### src/rtl/lx32_arch_pkg.sv
// lx32 architectural constants and shared stage types.
// No ports; imported by the fetch stage.
package lx32_arch_pkg;

  localparam logic [31:0] PC_STEP = 32'd4;

  typedef struct packed {
    logic        filled;
    logic [31:0] pc;
    logic [31:0] instr;
  } fetch_slot_t;

endpackage

### src/rtl/fetch_queue.sv
// Reservation queue: slots reserved in request order, filled in response order.
// Ports: reserve/fill/pop/flush controls, head_{valid,pc,instr}_o, reserved_o.
module fetch_queue
  import lx32_arch_pkg::*;
#(
  parameter int unsigned DEPTH = 4
) (
  input  logic                     clk,
  input  logic                     rst_n,
  input  logic                     flush_i,
  input  logic                     reserve_i,
  input  logic [31:0]              reserve_pc_i,
  input  logic                     fill_i,
  input  logic [31:0]              fill_data_i,
  input  logic                     pop_i,
  output logic                     head_valid_o,
  output logic [31:0]              head_pc_o,
  output logic [31:0]              head_instr_o,
  output logic [$clog2(DEPTH):0]   reserved_o
);

  localparam int unsigned AW = $clog2(DEPTH);
  localparam int unsigned CW = AW + 1;

  fetch_slot_t      slot_q [DEPTH];
  logic [DEPTH-1:0] used_q;
  logic [AW-1:0]    head_q;
  logic [AW-1:0]    tail_q;
  logic [AW-1:0]    fill_q;
  logic [CW-1:0]    cnt_q;

  // Responses return in request order, so the oldest unfilled slot
  // is tracked by its own pointer trailing the tail.
  always_ff @(posedge clk or negedge rst_n) begin
    if (!rst_n) begin
      for (int i = 0; i < DEPTH; i++) begin
        slot_q[i] <= '0;
      end
      used_q <= '0;
      head_q <= '0;
      tail_q <= '0;
      fill_q <= '0;
      cnt_q  <= '0;
    end else if (flush_i) begin
      used_q <= '0;
      head_q <= '0;
      tail_q <= '0;
      fill_q <= '0;
      cnt_q  <= '0;
    end else begin
      if (pop_i) begin
        used_q[head_q] <= 1'b0;
        head_q         <= head_q + 1'b1;
      end
      if (reserve_i) begin
        used_q[tail_q]        <= 1'b1;
        slot_q[tail_q].filled <= 1'b0;
        slot_q[tail_q].pc     <= reserve_pc_i;
        tail_q                <= tail_q + 1'b1;
      end
      if (fill_i) begin
        slot_q[fill_q].filled <= 1'b1;
        slot_q[fill_q].instr  <= fill_data_i;
        fill_q                <= fill_q + 1'b1;
      end
      cnt_q <= cnt_q + CW'(reserve_i) - CW'(pop_i);
    end
  end

  assign head_valid_o = used_q[head_q] & slot_q[head_q].filled;
  assign head_pc_o    = slot_q[head_q].pc;
  assign head_instr_o = slot_q[head_q].instr;
  assign reserved_o   = cnt_q;

endmodule

### src/rtl/fetch_unit.sv
// Fetch stage: PC, imem request control, stale-response drop, decode output.
// Ports: imem_req_*/imem_rsp_*, redirect_*, if_valid/if_ready/if_pc/if_instr.
module fetch_unit
  import lx32_arch_pkg::*;
#(
  parameter logic [31:0] RESET_PC    = 32'h0000_0000,
  parameter int unsigned QUEUE_DEPTH = 4
) (
  input  logic        clk,
  input  logic        rst_n,
  output logic        imem_req_valid,
  input  logic        imem_req_ready,
  output logic [31:0] imem_req_addr,
  input  logic        imem_rsp_valid,
  input  logic [31:0] imem_rsp_data,
  input  logic        redirect_valid,
  input  logic [31:0] redirect_pc,
  output logic        if_valid,
  input  logic        if_ready,
  output logic [31:0] if_pc,
  output logic [31:0] if_instr
);

  localparam int unsigned CW = $clog2(QUEUE_DEPTH) + 1;

  logic [31:0]   pc_q, pc_d;
  logic [CW-1:0] out_q, out_d;
  logic [CW-1:0] drop_q, drop_d;
  logic [CW-1:0] reserved;
  logic          pop;
  logic          req_fire;
  logic          fill;
  logic          unused_redirect_lsb;

  assign unused_redirect_lsb = ^redirect_pc[1:0];

  assign pop = if_valid & if_ready;

  // A pop frees a slot this cycle, so a full queue may still issue.
  assign imem_req_valid = !redirect_valid &&
                          ((reserved < CW'(QUEUE_DEPTH)) || pop);
  assign imem_req_addr  = pc_q;
  assign req_fire       = imem_req_valid & imem_req_ready;
  assign fill           = imem_rsp_valid & (drop_q == '0) & !redirect_valid;

  // outstanding includes old-stream requests still owed a response;
  // drop_cnt is the part of it that must be discarded.
  always_comb begin
    pc_d   = pc_q;
    out_d  = out_q;
    drop_d = drop_q;
    if (redirect_valid) begin
      pc_d   = {redirect_pc[31:2], 2'b00};
      out_d  = out_q - CW'(imem_rsp_valid);
      drop_d = out_q - CW'(imem_rsp_valid);
    end else begin
      if (req_fire) begin
        pc_d = pc_q + PC_STEP;
      end
      out_d = out_q + CW'(req_fire) - CW'(imem_rsp_valid);
      if (imem_rsp_valid && drop_q != '0) begin
        drop_d = drop_q - 1'b1;
      end
    end
  end

  always_ff @(posedge clk or negedge rst_n) begin
    if (!rst_n) begin
      pc_q   <= RESET_PC;
      out_q  <= '0;
      drop_q <= '0;
    end else begin
      pc_q   <= pc_d;
      out_q  <= out_d;
      drop_q <= drop_d;
    end
  end

  fetch_queue #(
    .DEPTH (QUEUE_DEPTH)
  ) u_queue (
    .clk          (clk),
    .rst_n        (rst_n),
    .flush_i      (redirect_valid),
    .reserve_i    (req_fire),
    .reserve_pc_i (pc_q),
    .fill_i       (fill),
    .fill_data_i  (imem_rsp_data),
    .pop_i        (pop),
    .head_valid_o (if_valid),
    .head_pc_o    (if_pc),
    .head_instr_o (if_instr),
    .reserved_o   (reserved)
  );

endmodule
### config.mk
export PLATFORM = sky130hd
export DESIGN_NAME = fetch_unit
export DESIGN_NICKNAME = d
export VERILOG_FILES = /design/src/rtl/lx32_arch_pkg.sv /design/src/rtl/fetch_queue.sv /design/src/rtl/fetch_unit.sv
export SDC_FILE = /design/constraint.sdc
export NUM_CORES = 1
export LEC_CHECK = 0
export ABC_AREA = 1
export CAP_MARGIN = 20
export CORE_MARGIN = 4
export CORE_UTILIZATION = 51
export CTS_BUF_LIST = sky130_fd_sc_hd__clkbuf_16
export DETAILED_ROUTE_END_ITERATION = 16
export GPL_ROUTABILITY_DRIVEN = 0
export PLACE_DENSITY = 0.85
export SLEW_MARGIN = 10
export SYNTH_ARGS = -nofsm -noshare
export SYNTH_HDL_FRONTEND = slang
export SYNTH_SLANG_ARGS = --single-unit
export TNS_END_PERCENT = 50
### constraint.sdc
create_clock -name clk -period 2.6 [get_ports clk]
set_input_delay 0.26 -clock clk [delete_from_list [all_inputs] [get_ports clk]]
set_output_delay 0.26 -clock clk [all_outputs]
set_load 0.02 [all_outputs]
==> flow_summary.json <==
{
  "hold_depth": 3,
  "nFillCells": 2250,
  "crit_type": "reg -> reg",
  "grt_max_degree": 80,
  "worstHoldStart": "redirect_pc[26]",
  "tightest_slew_ns": 0.616,
  "synth_edf_count": 0,
  "root_buffer": "clkbuf_16",
  "cts_tree": "yes",
  "dp_cells": 2304,
  "row_count": 61,
  "port_buffers": 161,
  "synth_top_area_share_pct": 52.2,
  "areaGrowthSynthToFinish_pct": 21.7,
  "critical_path_required_ns": 3.03,
  "cts.path.max_buffers": 3,
  "cts_sinks": 301,
  "switching_power_w": 0.00608,
  "start_kind": "flop",
  "fp.dieW_um": 176,
  "r2r-start": "u_queue.head_q[0]",
  "antenna_found_initial": 2,
  "seqPwrFrac_pct": 42.3,
  "grt_pass1_wl_um": 65200,
  "final_common_cell": "nand2_1",
  "drive_above_1_share_pct": 6.45,
  "cts_buffers": 31,
  "clk_pin_slew_ns": 0.06,
  "worst_ir_drop_vdd_mv": 0.552,
  "yosysUniqueCellTypes": 24,
  "final.setup_skew_ns": 0.0133,
  "p_int_w": 0.0109,
  "final_nets": 2056,
  "post-route-min-period_ns": 2.54,
  "period_share_pct": 97.8,
  "hold_class": "in -> reg",
  "maxCapViolations": 0,
  "via_per_inst": 5.61,
  "ant_nets": 0,
  "dp_hpwl_um": 24400,
  "layout_common_cells": "nand2_1 (696), dfrtp_1 (299), o21ai_0 (271)",
  "synth_xor_area_share_pct": 0.972,
  "min_to": "imem_req_addr[26]",
  "vias": 13277,
  "core_area_um2": 27900,
  "synth.area.top_cells": "dfrtp_1 (52%), nand2_1 (18%), o21ai_0 (9.4%), nor2_1 (4.7%), o22ai_1 (2.7%)",
  "r2r_slack_ns": 0.06,
  "avgSynthCellArea_um2": 7.75,
  "p_leak_nw": 8.91,
  "power_frac_comb_pct": 30.6,
  "seq_area_frac_synth_pct": 52.2,
  "status": "complete, no violations",
  "report.final.slew_viol_count": 0,
  "syn_inst": 1861,
  "dr.pass1.iters": 6,
  "muxShareOfSynthArea_pct": 0,
  "reg2reg_depth": 13,
  "finalSetupViolations": 0,
  "overflow": 0,
  "finalWirelength_um": 40500,
  "synth_top_family_by_area": "simple AND/OR/NAND/NOR gates",
  "rsz0062_at_grt": "true",
  "drc": 0,
  "pwr_density_cell_nw_per_um2": 968,
  "start_util_pct": 51.8,
  "ys_seq_elements": 301,
  "clk_latency_ns": 0.55,
  "critPathArrivalTime_ns": 2.97,
  "synth_top_flop_cell": "dfrtp_1",
  "fmax_ghz": 0.393,
  "endpoint_kind": "flop",
  "crit_fanout": 7,
  "grt_use_total_pct": 25.6,
  "synth_compound_area_share_pct": 12.2,
  "p_sw_share_pct": 35.8,
  "grt_pass1_vias": 12937,
  "htreeDepth": 1,
  "boundaryPins": 168,
  "fin_cells": 2365,
  "synth_area_um2": 14400,
  "slew_headroom_pct": 58.9,
  "rr_endpoint": "u_queue.reserved_o[2]",
  "yosys_warnings": 0,
  "wire_per_inst_um": 17.1,
  "die_y_um": 176,
  "synthSimpleGateAreaFrac_pct": 26.4,
  "synth-async-reset-ratio_pct": 100,
  "worst_hold_slack_ns": 0.270,
  "power_frac_clock_pct": 27.1,
  "die_area_um2": 31000,
  "final-hold-violation-count": 0,
  "synthAdderAreaFrac_pct": 2.10,
  "yosysTopAreaCell": "dfrtp_1",
  "drtIter0Drc": 1592
}
[registers in the layout, indices dropped and copies added, names as in the netlist]
signal              count
u_queue.used_q          4
u_queue.fill_q          2
u_queue.tail_q          2
out_q                   3
drop_q                  3
u_queue.reserved_o      3
u_queue.head_q          2
imem_req_addr          30
u_queue.slot_q        252
[worst max-delay path, stage by stage, from the launching register on]
cell	delay (ns)
dfrtp_4	0.53
inv_8	0.10
nand3_2	0.07
nand3_2	0.08
nand3_2	0.13
buf_4	0.17
inv_1	0.17
ha_1	0.27
inv_1	0.06
ha_1	0.15
inv_1	0.05
fa_1	0.38
xor2_1	0.18
nor2_1	0.06
[per-stage QoR]
step	cell area (um2)	setup TNS, ns	util [%]	setup slack [ns]	total power, W
floorplan	14500	-0.00706	-	-0.00706	0.0102
global placement	16500	0	59.1	0.0551	0.0124
detailed placement	16500	0	59.1	0.0222	0.0127
CTS	17500	-0.308	62.8	-0.156	0.0170
global route	17500	-0.0467	63.0	-0.0453	0.0180
finish	17600	0	63.0	0.0578	0.0170
[worst max-delay path by stage]
stage	startpoint	endpoint	slack, ns	cells after the start
4_1_cts	u_queue.head_q[0]	if_instr[7]	-0.16	5
3_3_place_gp	if_ready	out_q[2]	0.06	12
5_1_grt	u_queue.head_q[1]	u_queue.reserved_o[2]	-0.05	12
2_1_floorplan	u_queue.head_q[0]	out_q[2]	-0.007	17
3_5_place_dp	u_queue.head_q[0]	out_q[2]	0.02	14
6_report	u_queue.head_q[0]	u_queue.reserved_o[2]	0.06	13
[layout make-up]
| cell class | count | area, um2 | area share [%] |
|---|---|---|---|
| clock inverter | 25 | 273 | 1.55 |
| inverter | 71 | 274 | 1.56 |
| tap | 378 | 473 | 2.69 |
| timing repair buffer | 208 | 2100 | 12.0 |
| clock buffer | 31 | 776 | 4.42 |
| antenna | 1 | 2.50 | 0.0143 |
| sequential | 301 | 7540 | 42.9 |
| multi-input combinational | 1350 | 6110 | 34.8 |
[cell usage after synthesis (9+ instances only)]
cell	number
buf_2	42
clkbuf_1	89
dfrtp_1	301
ha_1	21
inv_1	69
nand2_1	701
nand3_1	71
nand3b_1	10
nor2_1	179
o21ai_0	271
o22ai_1	62
xor2_1	9
[timing repair]
item,in CTS,in global routing
resized for setup,68,8
endpoints found under the hold margin,73,0
setup endpoints to repair,63,11
pin swaps,0,1
cloned,1,1
setup buffers,0,1
hold buffers,1,0
[routing by layer]
layer | wire [um] | vias up | global-route usage (%) | share of wire, %
met1 | 16600 | 6288 | 34.3 | 41
met5 | 27 | - | 0 | 0.067
met4 | 1110 | 4 | 8.41 | 2.7
met2 | 19100 | 721 | 42.8 | 47
li1 | - | 6151 | - | -
met3 | 3610 | 113 | 4.11 | 8.9
[power groups by stage]
stage                     clock, W  combinational (W)  sequential [W]
after global placement           0            0.00533         0.00711
after floorplan                  0            0.00337         0.00688
after detailed placement         0            0.00552         0.00718
after global routing       0.00486            0.00580         0.00733
after CTS                  0.00466            0.00522         0.00713
final                      0.00461            0.00520         0.00718
[cell families after synthesis]
family / after synthesis
AOI/OAI and AO/OA: 336
and+or+nand+nor: 971
other: 1
xor gates and xnor gates: 16
buffers and inverters: 213
adders and majority gates: 23
DFF: 301
Power figures use the tool's default switching activity.
